<file path="config.mk">
export PLATFORM = sky130hd
export DESIGN_NAME = pss_sequence_generator
export DESIGN_NICKNAME = d
export VERILOG_FILES = /design/src/rtl/pss_sequence_generator.sv
export SDC_FILE = /design/constraint.sdc
export NUM_CORES = 1
export LEC_CHECK = 0
export CAP_MARGIN = 20
export CORE_MARGIN = 2
export CORE_UTILIZATION = 51
export DETAILED_ROUTE_END_ITERATION = 8
export PLACE_DENSITY = 0.8
export SKIP_CTS_REPAIR_TIMING = 1
export SLEW_MARGIN = 15
export SYNTH_ARGS = -nofsm -noshare
export SYNTH_HDL_FRONTEND = slang
export SYNTH_SLANG_ARGS = --single-unit
</file>
<file path="constraint.sdc">
create_clock -name clk_i -period 2.25 [get_ports clk_i]
set_input_delay 0.5625 -clock clk_i [delete_from_list [all_inputs] [get_ports clk_i]]
set_output_delay 0.5625 -clock clk_i [all_outputs]
set_load 0.03 [all_outputs]
</file>
<file path="src/rtl/pss_sequence_generator.sv">
// pss_sequence_generator
// Generates one 127-sample NR PSS for the selected N_id_2 and streams it as
// BPSK-mapped {Q, I} samples over an AXI-stream master.
// Optional build macro: PSS_GEN_LUT_SEEK_EN -- replaces the stepped LFSR seek
// with a 3-entry table of pre-advanced LFSR states (offsets 0/43/86).
module pss_sequence_generator #(
  parameter int OUT_DW    = 32,
  parameter int AMPLITUDE = 8192,
  parameter int PSS_LEN   = 127
) (
  input  logic              clk_i,
  input  logic              reset_i,
  input  logic              start_i,
  input  logic [1:0]        N_id_2_i,
  output logic [OUT_DW-1:0] m_axis_out_tdata,
  output logic              m_axis_out_tvalid,
  input  logic              m_axis_out_tready,
  output logic              m_axis_out_tlast,
  output logic              busy_o
);

  localparam int HW = OUT_DW / 2;
  localparam logic [HW-1:0] POS_I = HW'(AMPLITUDE);
  localparam logic [HW-1:0] NEG_I = HW'(-AMPLITUDE);
  localparam logic [6:0] LAST_IDX = 7'(PSS_LEN - 1);

  // LFSR bit k holds x(m+k); bit 0 is the current sample's x value.
  // Initial state x(6..0) = 1,1,1,0,1,1,0.
  localparam logic [6:0] LFSR_INIT = 7'b1110110;

  // One Fibonacci step: x(m+7) = x(m+4) xor x(m).
  function automatic logic [6:0] lfsr_step(input logic [6:0] s);
    return {s[4] ^ s[0], s[6:1]};
  endfunction

  // BPSK map: x=0 -> d=+1 -> +A, x=1 -> d=-1 -> -A; Q is always zero.
  function automatic logic [OUT_DW-1:0] map_bit(input logic b);
    return {{HW{1'b0}}, (b ? NEG_I : POS_I)};
  endfunction

`ifdef PSS_GEN_LUT_SEEK_EN
  function automatic logic [6:0] lfsr_adv(input logic [6:0] s, input int n);
    logic [6:0] t;
    t = s;
    for (int i = 0; i < n; i++) t = lfsr_step(t);
    return t;
  endfunction

  // Pre-advanced start states for N_id_2 = 0/1/2; entry 3 is never selected.
  localparam logic [6:0] SEED_LUT [0:3] = '{
    LFSR_INIT,
    lfsr_adv(LFSR_INIT, 43),
    lfsr_adv(LFSR_INIT, 86),
    LFSR_INIT
  };
`else
  logic [6:0] seek_cnt_q;
`endif

  typedef enum logic [1:0] {IDLE, SEEK, RUN} state_t;

  state_t            state_q;
  logic [6:0]        lfsr_q;
  logic [6:0]        cnt_q;
  logic [OUT_DW-1:0] tdata_q;
  logic              tvalid_q;
  logic              tlast_q;
  logic              busy_q;
  logic [6:0]        lfsr_d;

  assign lfsr_d = lfsr_step(lfsr_q);

  // Sequencer FSM: all outputs registered, tready only gates state updates.
  always_ff @(posedge clk_i) begin
    if (reset_i) begin
      state_q  <= IDLE;
      lfsr_q   <= LFSR_INIT;
      cnt_q    <= '0;
      tdata_q  <= '0;
      tvalid_q <= 1'b0;
      tlast_q  <= 1'b0;
      busy_q   <= 1'b0;
`ifndef PSS_GEN_LUT_SEEK_EN
      seek_cnt_q <= '0;
`endif
    end else begin
      case (state_q)
        IDLE: begin
          lfsr_q <= LFSR_INIT;
          if (start_i && (N_id_2_i != 2'd3)) begin
            busy_q  <= 1'b1;
            cnt_q   <= '0;
            tlast_q <= 1'b0;
`ifdef PSS_GEN_LUT_SEEK_EN
            lfsr_q   <= SEED_LUT[N_id_2_i];
            tdata_q  <= map_bit(SEED_LUT[N_id_2_i][0]);
            tvalid_q <= 1'b1;
            state_q  <= RUN;
`else
            if (N_id_2_i == 2'd0) begin
              tdata_q  <= map_bit(LFSR_INIT[0]);
              tvalid_q <= 1'b1;
              state_q  <= RUN;
            end else begin
              // 43 or 86 steps; the counter ends at zero on the last step.
              seek_cnt_q <= (N_id_2_i == 2'd1) ? 7'd42 : 7'd85;
              state_q    <= SEEK;
            end
`endif
          end
        end

        SEEK: begin
`ifndef PSS_GEN_LUT_SEEK_EN
          lfsr_q <= lfsr_d;
          if (seek_cnt_q == 7'd0) begin
            tdata_q  <= map_bit(lfsr_d[0]);
            tvalid_q <= 1'b1;
            state_q  <= RUN;
          end else begin
            seek_cnt_q <= seek_cnt_q - 7'd1;
          end
`else
          state_q <= IDLE;
`endif
        end

        RUN: begin
          if (m_axis_out_tready) begin
            if (cnt_q == LAST_IDX) begin
              state_q  <= IDLE;
              lfsr_q   <= LFSR_INIT;
              cnt_q    <= '0;
              tdata_q  <= '0;
              tvalid_q <= 1'b0;
              tlast_q  <= 1'b0;
              busy_q   <= 1'b0;
            end else begin
              lfsr_q  <= lfsr_d;
              cnt_q   <= cnt_q + 7'd1;
              tdata_q <= map_bit(lfsr_d[0]);
              tlast_q <= (cnt_q == LAST_IDX - 7'd1);
            end
          end
        end

        default: state_q <= IDLE;
      endcase
    end
  end

  assign m_axis_out_tdata  = tdata_q;
  assign m_axis_out_tvalid = tvalid_q;
  assign m_axis_out_tlast  = tlast_q;
  assign busy_o            = busy_q;

endmodule

</file>
**After elaboration in Yosys (flattened, before gate mapping)**

Cells that the tools add are included.

- Input port bits: 6
- Word-level logic and storage cells: 75
- Register bits after elaboration: 58

- Reductions and logical operators: 14
- Eq/ne operators: 13
- Bitwise gates (word level): 1
- $add $sub $neg: 2
- Muxes and demuxes: 37

Operators with widths:

| cell | count |
|---|---|
| 32-bit two-way mux | 4 |
| 32-bit case mux with 3 select lines | 1 |
| 7-bit two-way mux | 9 |
| 16-bit two-way mux | 2 |
| 7-bit case mux with 2 select lines | 2 |
| 7-bit case mux with 3 select lines | 1 |
| 2-bit != test (second input constant) | 8 |
| 7-bit equality test (second input constant) | 2 |
| 4-bit AND reduction | 3 |
| 2-bit two-way mux | 5 |
| 1-bit two-way mux | 9 |
| 7-bit by 1-bit adder with 7-bit output (second input constant) | 1 |
| 7-bit logical NOT | 1 |
| 7-bit by 1-bit subtractor with 7-bit output (second input constant) | 1 |
| 2-bit case mux with 3 select lines | 1 |
| 6-bit AND reduction | 1 |
| 5-bit AND reduction | 1 |
| 2-bit by 1-bit equality test with 1-bit output (second input constant) | 2 |
| 2-bit logical NOT | 2 |
| 1-bit case mux with 2 select lines | 2 |
| 2-bit nonzero test | 2 |
| 1-bit case mux with 3 select lines | 1 |
| 3-bit AND reduction | 1 |
| 3-bit nonzero test | 1 |
| other kinds (4) | 4 |

**Depth between registers and ports, before layout**

Gate-level depths: netlist of the first run.

- Depth in word-level cells: 5
- Mapped depth: 8
- Gate-level depth less buffers: 6

**Least setup slack after synthesis of the first run**

Ideal clock, no wire load.

- Kind: register to register
- Start point: register state_q[0]
- End point: register tlast_q (netlist: m_axis_out_tlast)
- Data arrival time: 1806 ps
- Data required time: 2179 ps
- Clock period less this slack: 1878 ps
- Path buffers: 1
- Stages on the path, launching flop included: 8
- Setup slack: 372 ps
- Cell sequence: dfxtp_1 > inv_1 > ha_1 > nor2b_1 > clkbuf_1 > a21o_1 > or4_1 > a21oi_1

- Longest elaborated chain between the ends: 3
- Elaborated cells on any way between the ends: 7

Ends and longest elaborated chain:

| what | line | source |
|---|---|---|
| from (decl) | 62 | `state_t state_q;` |
| from (signal assigned) | 76 | `state_q <= IDLE;` |
| from (signal assigned) | 103 | `state_q <= RUN;` |
| from (signal assigned) | 107 | `state_q <= SEEK;` |
| 2-bit equality test or 2-bit logical NOT (tied branches) | 87 | `case (state_q)` |
| 2-bit != test (no source line) or 2-bit nonzero test (tied branches) | -- |  |
| 3-bit AND reduction (no source line) | -- |  |
| to (signal assigned) | 142 | `tlast_q <= (cnt_q == LAST_IDX - 7'd1);` |
| to (decl) | 67 | `logic tlast_q;` |

Parallel ways exist; a longest one is shown, timed or not.
A chain may end at the register's enable or synchronous reset.

**Final worst setup path of the first run**

- Start point: input port N_id_2_i[0]
- End point: register cnt_q[5]

- Longest elaborated chain between the ends: 4

Ends and longest elaborated chain:

| what | line | source |
|---|---|---|
| from (decl) | 14 | `input logic [1:0] N_id_2_i,` |
| 2-bit != test | 90 | `if (start_i && (N_id_2_i != 2'd3)) begin` |
| 1-bit logical AND | 90 |  |
| 2-bit != test (no source line) | -- |  |
| 3-bit AND reduction (no source line) | -- |  |
| to (signal assigned) | 140 | `cnt_q <= cnt_q + 7'd1;` |
| to (decl) | 64 | `logic [6:0] cnt_q;` |

Every way passes these cells.

==> results of run 1 <==
[synth_stat cells (all sizes together), types with 3 or more instances]
master / number
buf: 30
dfxtp: 28
nor2: 19
o21ai: 19
nand2: 13
inv: 12
a21oi: 10
clkbuf: 9
ha: 9
a2111oi: 6
and3: 6
nand3: 6
o31ai: 5
a21boi: 4
xnor2: 4
a211oi: 3
nor2b: 3
o2111ai: 3
[worst max-delay path, delay by kind of cell]
| kind | cells | cell delay (ns) |
|---|---|---|
| AOI/OAI and AO/OA | 2 | 0.95 |
| buffers and inverters | 1 | 0.48 |
| xor gates and xnor gates | 1 | 0.20 |
| and+or+nand+nor | 1 | 0.06 |
[metal layers]
metal / routed length [um] / GRT usage
met4: 68 / 0.0781
met2: 2010 / 0.337
met1: 1850 / 0.257
met5: 0 / 0
met3: 128 / 0.0291
[cell families (layout without fill, tap and decap cells)]
| family | count (synthesis) | in the layout | share of synthesized area |
|---|---|---|---|
| compound gates | 72 | 72 | 0.284 |
| xor+xnor | 6 | 6 | 0.0271 |
| fa+ha+maj | 9 | 9 | 0.0581 |
| buf+inv | 51 | 42 | 0.157 |
| flops | 28 | 28 | 0.289 |
| other cells | 1 | 29 | 0.00194 |
| simple gates | 65 | 65 | 0.183 |
[state kept, by name, summed over array words and instances (netlist names)]
| register | flops |
|---|---|
| busy_o | 1 |
| seek_cnt_q | 7 |
| state_q | 2 |
| m_axis_out_tdata | 2 |
| lfsr_q | 7 |
| cnt_q | 7 |
| m_axis_out_tvalid | 1 |
| m_axis_out_tlast | 1 |
[layout by cell type, fill, tap and decap left out, drive strengths merged, types with 3 or more instances in the layout]
master,Yosys,layout
a2111oi,6,6
a211oi,3,3
a21boi,4,4
a21oi,10,10
and3,6,6
buf,30,15
clkbuf,9,3
clkdlybuf4s50,0,11
conb,1,29
dfxtp,28,28
ha,9,9
inv,12,12
nand2,13,13
nand3,6,6
nor2,19,19
nor2b,3,3
o2111ai,3,3
o21ai,19,19
o31ai,5,5
xnor2,4,4
[cell type report]
type,instances,share of cell area
inverter,12,0.0211
tap,48,0.0281
timing repair buffer,26,0.104
clock buffer,3,0.0193
clock inverter,1,0.0141
sequential,28,0.262
multi-input combinational,181,0.551
[power by group]
| part | internal (mW) | switching (mW) | total, mW | leakage (nW) |
|---|---|---|---|---|
| clock network | 0.239 | 0.167 | 0.406 | 0.0357 |
| registers | 0.643 | 0.141 | 0.784 | 0.229 |
| logic | 0.626 | 0.920 | 1.55 | 0.568 |
[final timing paths]
check	startpoint	endpoint	slack, ns	cells past startpoint
min	lfsr_q[3]	lfsr_q[3]	0.49	2
min reg2reg	lfsr_q[3]	lfsr_q[3]	0.49	2
max	N_id_2_i[0]	cnt_q[5]	0.19	5
max reg2reg	seek_cnt_q[1]	m_axis_out_tvalid	0.19	6
[stage by stage]
stage               area, um2  power, mW  TNS [ns]  std cells
floorplan                2040       1.94         0        260
global placement         2070       2.29         0        295
detailed placement       2070       2.33   -0.0923        295
CTS                      2140       2.74         0        299
global route             2140       2.96         0        299
finish                   2140       2.74         0        299
==> key figures, run 1 <==
Run status
  – Status: finished clean

Worst hold path
  – Worst hold path type: reg2reg

Timing
  – Minimum clock period after layout: 2.06 ns
  – Worst-Margin Slew: 0.716 ns
  – Setup violators final: 0
  – Final Hold Fails: 0
  – Max-slew headroom: 0.510
  – RSZ-0062 raised after global routing: no
  – Fin Hold WS: 0.487 ns
  – Count of pins over their slew limit: 0
  – Max frequency: 486 MHz
  – Skew final: 0.00153 ns
  – Fin crit share: 0.914
  – Worst Setup Slack, final: 0.194 ns

Critical path
  – Worst EP arrival: 2.24 ns
  – Max incr delay on CP: 0.69 ns
  – Startpoint types: input port
  – Crit Path Class: in2reg
  – CP required: 2.43 ns
  – Max Fanout on Critical Path: 5
  – CP endpoint kind: flip-flop
  – CP cell instances: clkdlybuf4s50_1, a21bo_2, a2111oi_0, xnor2_1, nor2_1
  – CP max stage cell: a2111oi_0

Global routing
  – First-pass GRT wire length: 6.83 mm
  – Antenna violations before repair: 0
  – Tot GR Track Use: 0.201
  – Pin count of the biggest net entering global routing: 18
  – Grt ovf: 0
  – Vias in the first global route: 1,507

Cells and area
  – Diode count: 0
  – Fill cells: 345
  – Share of layout cells above drive strength 1: 0.120
  – Reg area: 561 um2
  – Fin util: 0.584
  – P&R area growth vs syn: 10.3%
  – Layout Nets: 267
  – Footprint of the multi-input gates: 1180 um2

Logic synthesis
  – Async SR Flop Fraction: 0
  – Yosys reg bits: 28
  – Area contributors post-synth: dfxtp_1, buf_4, ha_1
  – Post-Synthesis Cells: 232
  – EDFF count, synth: 0
  – Yosys top cell area share: 0.289
  – Cell area after synthesis: 1940 um2
  – Synth Warn #: 0
  – Post-synthesis sequential area ratio: 0.289
  – Post-synthesis cell type count: 53
  – Synth area leader: dfxtp_1
  – Dominant synthesized flop cell: dfxtp_1
  – Mean Syn Cell Area: 8.35 um2

CTS
  – CTS Buf Count: 3
  – TritonCTS clock tree: built
  – Clk Latency, worst-skew pair: 0.28 ns
  – Clock tree buffer depth: 2
  – Clock Tree Root: clkbuf_8
  – Clock sink count: 28
  – CTS H-tree depth: 1
  – Reg clk slew, reported paths: 0.10 ns

Route
  – Via-to-Cell Ratio: 5.48
  – Number of DRC markers in iteration 0: 146
  – Routed Antenna Nets: 0
  – Final WL: 4.05 mm
  – DRC violations left: 0
  – Routed WL per cell: 13.5 um
  – Vias: 1,640
  – DR pass1 iterations: 4

Power and ir drop
  – Cell Pwr Density: 1280 nW/um2
  – P_leak: 0.833 nW
  – Peak VDD IR: 722 uV

Flow run
  – Max Cap Violations: 0

Floorplanning
  – Core Area: 3660 um2
  – Starting density of the core: 0.529
  – Placement Rows: 22
  – Ports: 41
  – Die H: 65.6 um
  – Die W: 65.6 um
  – Die footprint: 4310 um2

Placement
  – HPWL Detailed: 2.98 mm
  – Pre-CTS setup slack: -0.0817 ns
  – Placer Congestion: 0.874
  – Port-buffer cells: 11
Power figures use the tool's default switching activity.
==> run 2: changes to the inputs <==
Settings changed: HOLD_SLACK_MARGIN from default to 0.05, RECOVER_POWER from default to 50.
==> key figures, run 2 (synthesis results as in run 1) <==
Power and ir drop
  – P_leak: 0.841 nW (+0.95%)
  – Pwr Total: 2.71 mW (-1.1%)
  – Cell Pwr Density: 1270 nW/um2 (-0.58%)
  – Peak VDD IR: 705 uV (-2.3%)

CTS
  – Clock Tree Root: clkbuf_8
  – Clk Latency, worst-skew pair: 0.28 ns (about the same)
  – Clock tree buffer depth: 2 (unchanged)
  – CTS Buf Count: 3 (unchanged)
  – Clock sink count: 28 (unchanged)
  – TritonCTS clock tree: built
  – CTS H-tree depth: 1 (unchanged)
  – Reg clk slew, reported paths: 0.10 ns (about the same)

Placement
  – Dpl cell area: 2070 um2 (unchanged)
  – Pre-CTS setup slack: -0.0817 ns (unchanged)
  – Placer Congestion: 0.874 (unchanged)
  – HPWL Detailed: 2.98 mm (unchanged)
  – Port-buffer cells: 11 (unchanged)
  – Post-Place Cells: 295 (unchanged)

Route
  – M1 WL: 1.80 mm (-2.7%)
  – Met2 wire len: 2.02 mm (+0.55%)
  – Final WL: 4.05 mm (about the same)
  – Vias: 1,649 (+0.55%)
  – Via-to-Cell Ratio: 5.52 (+0.55%)
  – DR top layer: met4
  – Number of DRC markers in iteration 0: 140 (-4.1%)
  – Wire length on met3: 164 um (+28%)
  – DR pass1 iterations: 4 (unchanged)
  – DRC violations left: 0 (unchanged)
  – Routed WL per cell: 13.5 um (about the same)
  – Routed Antenna Nets: 0 (unchanged)

Cells and area
  – Diode count: 0 (unchanged)
  – Share of layout cells above drive strength 1: 0.104 (-0.0159)
  – P&R area growth vs syn: 9.75%
  – Final Non-Filler Cells: 299 (unchanged)
  – Most frequent cells in the layout: conb_1, dfxtp_1, nor2_1
  – Footprint of the multi-input gates: 1180 um2 (unchanged)
  – Layout Nets: 267 (unchanged)
  – Finished layout cell area: 2130 um2 (-0.53%)
  – Top flop regs: cnt_q x7, lfsr_q x7, seek_cnt_q x7
  – Reg area: 561 um2 (unchanged)
  – Fill cells: 347 (+0.58%)
  – Most common cell after layout, fill and taps aside: conb_1

Timing
  – Minimum clock period after layout: 2.06 ns (+0.000743 ns)
  – Max-slew headroom: 0.536 (+0.0263)
  – Fin crit share: 0.914 (about the same)
  – Skew final: 0.00181 ns (+0.000281 ns)
  – Worst Setup Slack, final: 0.193 ns (-0.000743 ns)
  – RSZ-0062 raised after global routing: no
  – Max frequency: 486 MHz (about the same)
  – Count of pins over their slew limit: 0 (unchanged)
  – Worst-Margin Slew: 0.678 ns (-0.0385 ns)
  – Final Hold Fails: 0 (unchanged)
  – Setup violators final: 0 (unchanged)

Critical path
  – Max incr delay on CP: 0.48 ns (-0.21 ns)
  – Max Fanout on Critical Path: 8 (+3)
  – CP cell instances: inv_1, ha_1, or4b_4, o31ai_4, nand4_1, a32o_1
  – Worst EP arrival: 2.24 ns (about the same)
  – Bufs and invs on worst path: 1 (unchanged)
  – Crit Path Class: reg2reg
  – Crit Reg-Reg Endpoint: m_axis_out_tvalid
  – CP max stage cell: or4b_4
  – CP top delay family: compound AO/OA/AOI/OAI gates
  – Worst Reg-to-Reg Cells: 6 (unchanged)
  – CP endpoint kind: flip-flop
  – Worst Setup SP: seek_cnt_q[1]
  – R2r setup slk: 0.19 ns (about the same)
  – CP required: 2.43 ns (about the same)
  – Startpoint types: flip-flop
  – Critical R2R Launch: seek_cnt_q[1]

Flow run
  – Max Cap Violations: 0 (unchanged)

Global routing
  – Antenna violations before repair: 0 (unchanged)
  – Tot GR Track Use: 0.201 (unchanged)
  – Vias in the first global route: 1,507 (unchanged)
  – First-pass GRT wire length: 6.83 mm (unchanged)
  – Pin count of the biggest net entering global routing: 18 (unchanged)
  – Grt ovf: 0 (unchanged)

Floorplanning
  – Ports: 41 (unchanged)
  – Die footprint: 4310 um2 (unchanged)
  – Core Area: 3660 um2 (unchanged)
  – Die W: 65.6 um (unchanged)
  – Placement Rows: 22 (unchanged)
  – Starting density of the core: 0.529 (unchanged)
  – Die H: 65.6 um (unchanged)

Run status
  – Status: finished clean

Worst hold path
  – Worst hold path type: reg2reg
  – HP Start: lfsr_q[3]
  – Worst hold path endpoint: lfsr_q[3]
  – WHS Path Cells: 2 (unchanged)
run 2: cell count changes in the layout (fill, tap and decap cells not counted), moves of 3 or more:
cell	change
buf_4	-3
clkbuf_1	+3
clkdlybuf4s50_1	-7
dlygate4sd3_1	+7
run 2: layout make-up:
class | count | area share
Multi-Input combinational cell | 181 | 0.554
Sequential cell | 28 | 0.264
Timing Repair Buffer | 26 | 0.0995
Tap cell | 48 | 0.0283
Inverter | 12 | 0.0212
Clock buffer | 3 | 0.0194
Clock inverter | 1 | 0.0141
run 2: worst max path at each step:
stage          slack (ns)  cells after the start                   end
6_report             0.19                      6     m_axis_out_tvalid
5_1_grt              0.06                      6  m_axis_out_tdata[13]
3_3_place_gp         0.03                      6              cnt_q[1]
2_1_floorplan        0.37                      7      m_axis_out_tlast
3_5_place_dp        -0.08                      5              cnt_q[5]
4_1_cts              0.18                      6     m_axis_out_tvalid
run 2: worst reg2reg max path: cells and delay by family, from the launching register on:
kind | cells | cell delay (ns)
and+or+nand+nor | 2 | 0.65
adders and majority gates | 1 | 0.15
AOI/OAI and AO/OA | 2 | 0.71
buffers and inverters | 1 | 0.11
DFF | 1 | 0.34
run 2: stage by stage:
step / hold WS (ns) / setup TNS (ns) / utilization
finish: 0.490 / 0 / 0.581
CTS: 0.488 / 0 / 0.584
floorplan: 0.446 / 0 / -
global placement: 0.469 / 0 / 0.564
global route: 0.505 / 0 / 0.581
detailed placement: 0.469 / -0.0923 / 0.564
run 2: power by group:
group	leakage [nW]	switching, mW	total (mW)	internal [mW]
clock	0.0357	0.166	0.405	0.239
combinational	0.576	0.921	1.52	0.598
sequential	0.229	0.139	0.782	0.643
total	0.841	1.23	2.71	1.48
run 2: routing by layer:
layer	vias to the layer above	GRT usage
li1	827	-
met1	769	0.257
met2	46	0.337
met3	7	0.0291
met4	0	0.0781
met5	-	0
==> run 3: changes to the inputs <==
Settings changed: CORE_UTILIZATION 51 to 40, PLACE_DENSITY 0.8 to 0.65.
Clock period 2.25 ns to 2.6 ns, I/O delays scaled along.
==> key figures, run 3 (synthesis results as in run 1) <==
Run status
  – Status: finished clean

Critical path
  – CP endpoint kind: flip-flop
  – Worst Reg-to-Reg Cells: 6 (unchanged)
  – Worst EP arrival: 2.56 ns (+0.32 ns)
  – Crit Path Class: reg2reg
  – CP required: 2.78 ns (+0.35 ns)
  – R2r setup slk: 0.23 ns (+0.03 ns)
  – CP cell instances: inv_1, ha_1, or4b_4, nor4b_1, nor3_1, o221a_1
  – CP top delay family: simple AND/OR/NAND/NOR gates
  – Critical R2R Launch: seek_cnt_q[0]
  – Bufs and invs on worst path: 1 (unchanged)
  – Startpoint types: flip-flop
  – Max Fanout on Critical Path: 5 (-3)
  – Max incr delay on CP: 0.65 ns (+0.17 ns)
  – Crit Reg-Reg Endpoint: seek_cnt_q[0]
  – CP max stage cell: nor4b_1

Route
  – Routed WL per cell: 13.5 um (-0.20%)
  – Number of DRC markers in iteration 0: 81 (-42%)
  – Final WL: 4.01 mm (-0.86%)
  – Vias: 1,638 (-0.67%)
  – Via-to-Cell Ratio: 5.52 (about the same)
  – Routed Antenna Nets: 0 (unchanged)
  – DR pass1 iterations: 4 (unchanged)
  – DRC violations left: 0 (unchanged)

Power and ir drop
  – Peak VDD IR: 678 uV (-3.9%)
  – Pwr Total: 2.30 mW (-15%)
  – P_leak: 0.806 nW (-4.2%)
  – Cell Pwr Density: 1110 nW/um2 (-13%)

Timing
  – Fin crit share: 0.913 (-0.000974)
  – Minimum clock period after layout: 2.37 ns (+0.317 ns)
  – Skew final: 0.00874 ns (+0.00692 ns)
  – Setup violators final: 0 (unchanged)
  – Max frequency: 421 MHz (-13%)
  – RSZ-0062 raised after global routing: no
  – TNS Setup: 0 ns (unchanged)
  – Final Hold Fails: 0 (unchanged)
  – Worst-Margin Slew: 0.702 ns (+0.0243 ns)
  – Count of pins over their slew limit: 0 (unchanged)
  – Max-slew headroom: 0.525 (-0.0111)

Cells and area
  – Most frequent cells in the layout: conb_1, dfxtp_1, nor2_1
  – Fill cells: 463 (+33%)
  – Most common cell after layout, fill and taps aside: conb_1
  – Layout Nets: 259 (-3.0%)
  – Diode count: 0 (unchanged)
  – P&R area growth vs syn: 6.85%
  – Share of layout cells above drive strength 1: 0.0782 (-0.0254)
  – Final Non-Filler Cells: 297 (-0.67%)
  – Top flop regs: cnt_q x7, lfsr_q x7, seek_cnt_q x7

Placement
  – Post-Place Cells: 293 (-0.68%)
  – Port-buffer cells: 11 (unchanged)
  – HPWL Detailed: 2.96 mm (-0.73%)
  – Placer Congestion: 0.825 (-5.6%)

Floorplanning
  – Placement Rows: 25 (+14%)
  – Die H: 73.6 um (+12%)
  – Die footprint: 5410 um2 (+26%)
  – Starting density of the core: 0.413 (-0.116)
  – Ports: 41 (unchanged)
  – Core Area: 4690 um2 (+28%)
  – Die W: 73.6 um (+12%)

Flow run
  – Max Cap Violations: 0 (unchanged)

Global routing
  – Pin count of the biggest net entering global routing: 18 (unchanged)
  – First-pass GRT wire length: 6.69 mm (-2.1%)
  – Grt ovf: 0 (unchanged)
  – Vias in the first global route: 1,441 (-4.4%)
  – Antenna violations before repair: 0 (unchanged)
  – Tot GR Track Use: 0.154 (-0.0468)

CTS
  – Clock Tree Root: clkbuf_8
  – Reg clk slew, reported paths: 0.10 ns (about the same)
  – TritonCTS clock tree: built
  – CTS H-tree depth: 1 (unchanged)
  – Clock sink count: 28 (unchanged)
  – Clock tree buffer depth: 2 (unchanged)
  – CTS Buf Count: 3 (unchanged)
  – Clk Latency, worst-skew pair: 0.28 ns (about the same)

Worst hold path
  – WHS Path Cells: 2 (unchanged)
  – HP Start: busy_o
  – Worst hold path type: reg2reg
  – Worst hold path endpoint: busy_o
==> run 3: changes by cell type in the layout (fill, tap and decap cells not counted), moves of 2 or more <==
| cell | before | now |
|---|---|---|
| buf_4 | 12 | 6 |
| clkbuf_1 | 3 | 1 |
| o21ai_0 | 11 | 15 |
| o21ai_1 | 8 | 4 |
==> run 3: layout make-up <==
cell class / instances / area, um2 / area share
clock buffer: 3 / 41.3 / 0.0200
clock inverter: 1 / 30.0 / 0.0145
inverter: 12 / 45.0 / 0.0218
multi-input combinational: 181 / 1170 / 0.563
sequential: 28 / 561 / 0.271
tap: 54 / 67.6 / 0.0326
timing repair buffer: 18 / 159 / 0.0768
==> run 3: routing by layer <==
metal,vias up,share of wire,track usage
li1,812,-,-
met3,4,0.030,0.0288
met2,34,0.50,0.275
met4,0,0.0042,0.0202
met5,-,0,0
met1,788,0.47,0.196
==> run 3: tightest hold or removal path, stage by stage (launching register included) <==
cell,delay [ns]
dfxtp_1,0.33
inv_1,0.05
a2111oi_0,0.07
==> run 3: worst max path at each step <==
stage	startpoint	to	cells past startpoint
global route	seek_cnt_q[1]	seek_cnt_q[0]	6
CTS	state_q[0]	busy_o	7
detailed placement	start_i	m_axis_out_tlast	5
global placement	start_i	m_axis_out_tlast	5
finish	seek_cnt_q[0]	seek_cnt_q[0]	6
floorplan	state_q[0]	m_axis_out_tlast	7
==> run 3: through the flow <==
stage | area (um2) | utilization | hold slack (ns) | worst slack (ns)
finish | 2070 | 0.441 | 0.487 | 0.226
global route | 2070 | 0.441 | 0.522 | 0.148
CTS | 2080 | 0.444 | 0.483 | 0.451
detailed placement | 2010 | 0.429 | 0.466 | 0.159
global placement | 2010 | 0.429 | 0.470 | 0.208
floorplan | 2040 | - | 0.446 | 0.722
==> run 3: power breakdown <==
part / leakage (nW) / total (mW) / internal (mW) / switching [mW]
combinational: 0.541 / 1.28 / 0.492 / 0.786
clock: 0.0357 / 0.351 / 0.206 / 0.144
sequential: 0.229 / 0.676 / 0.557 / 0.119
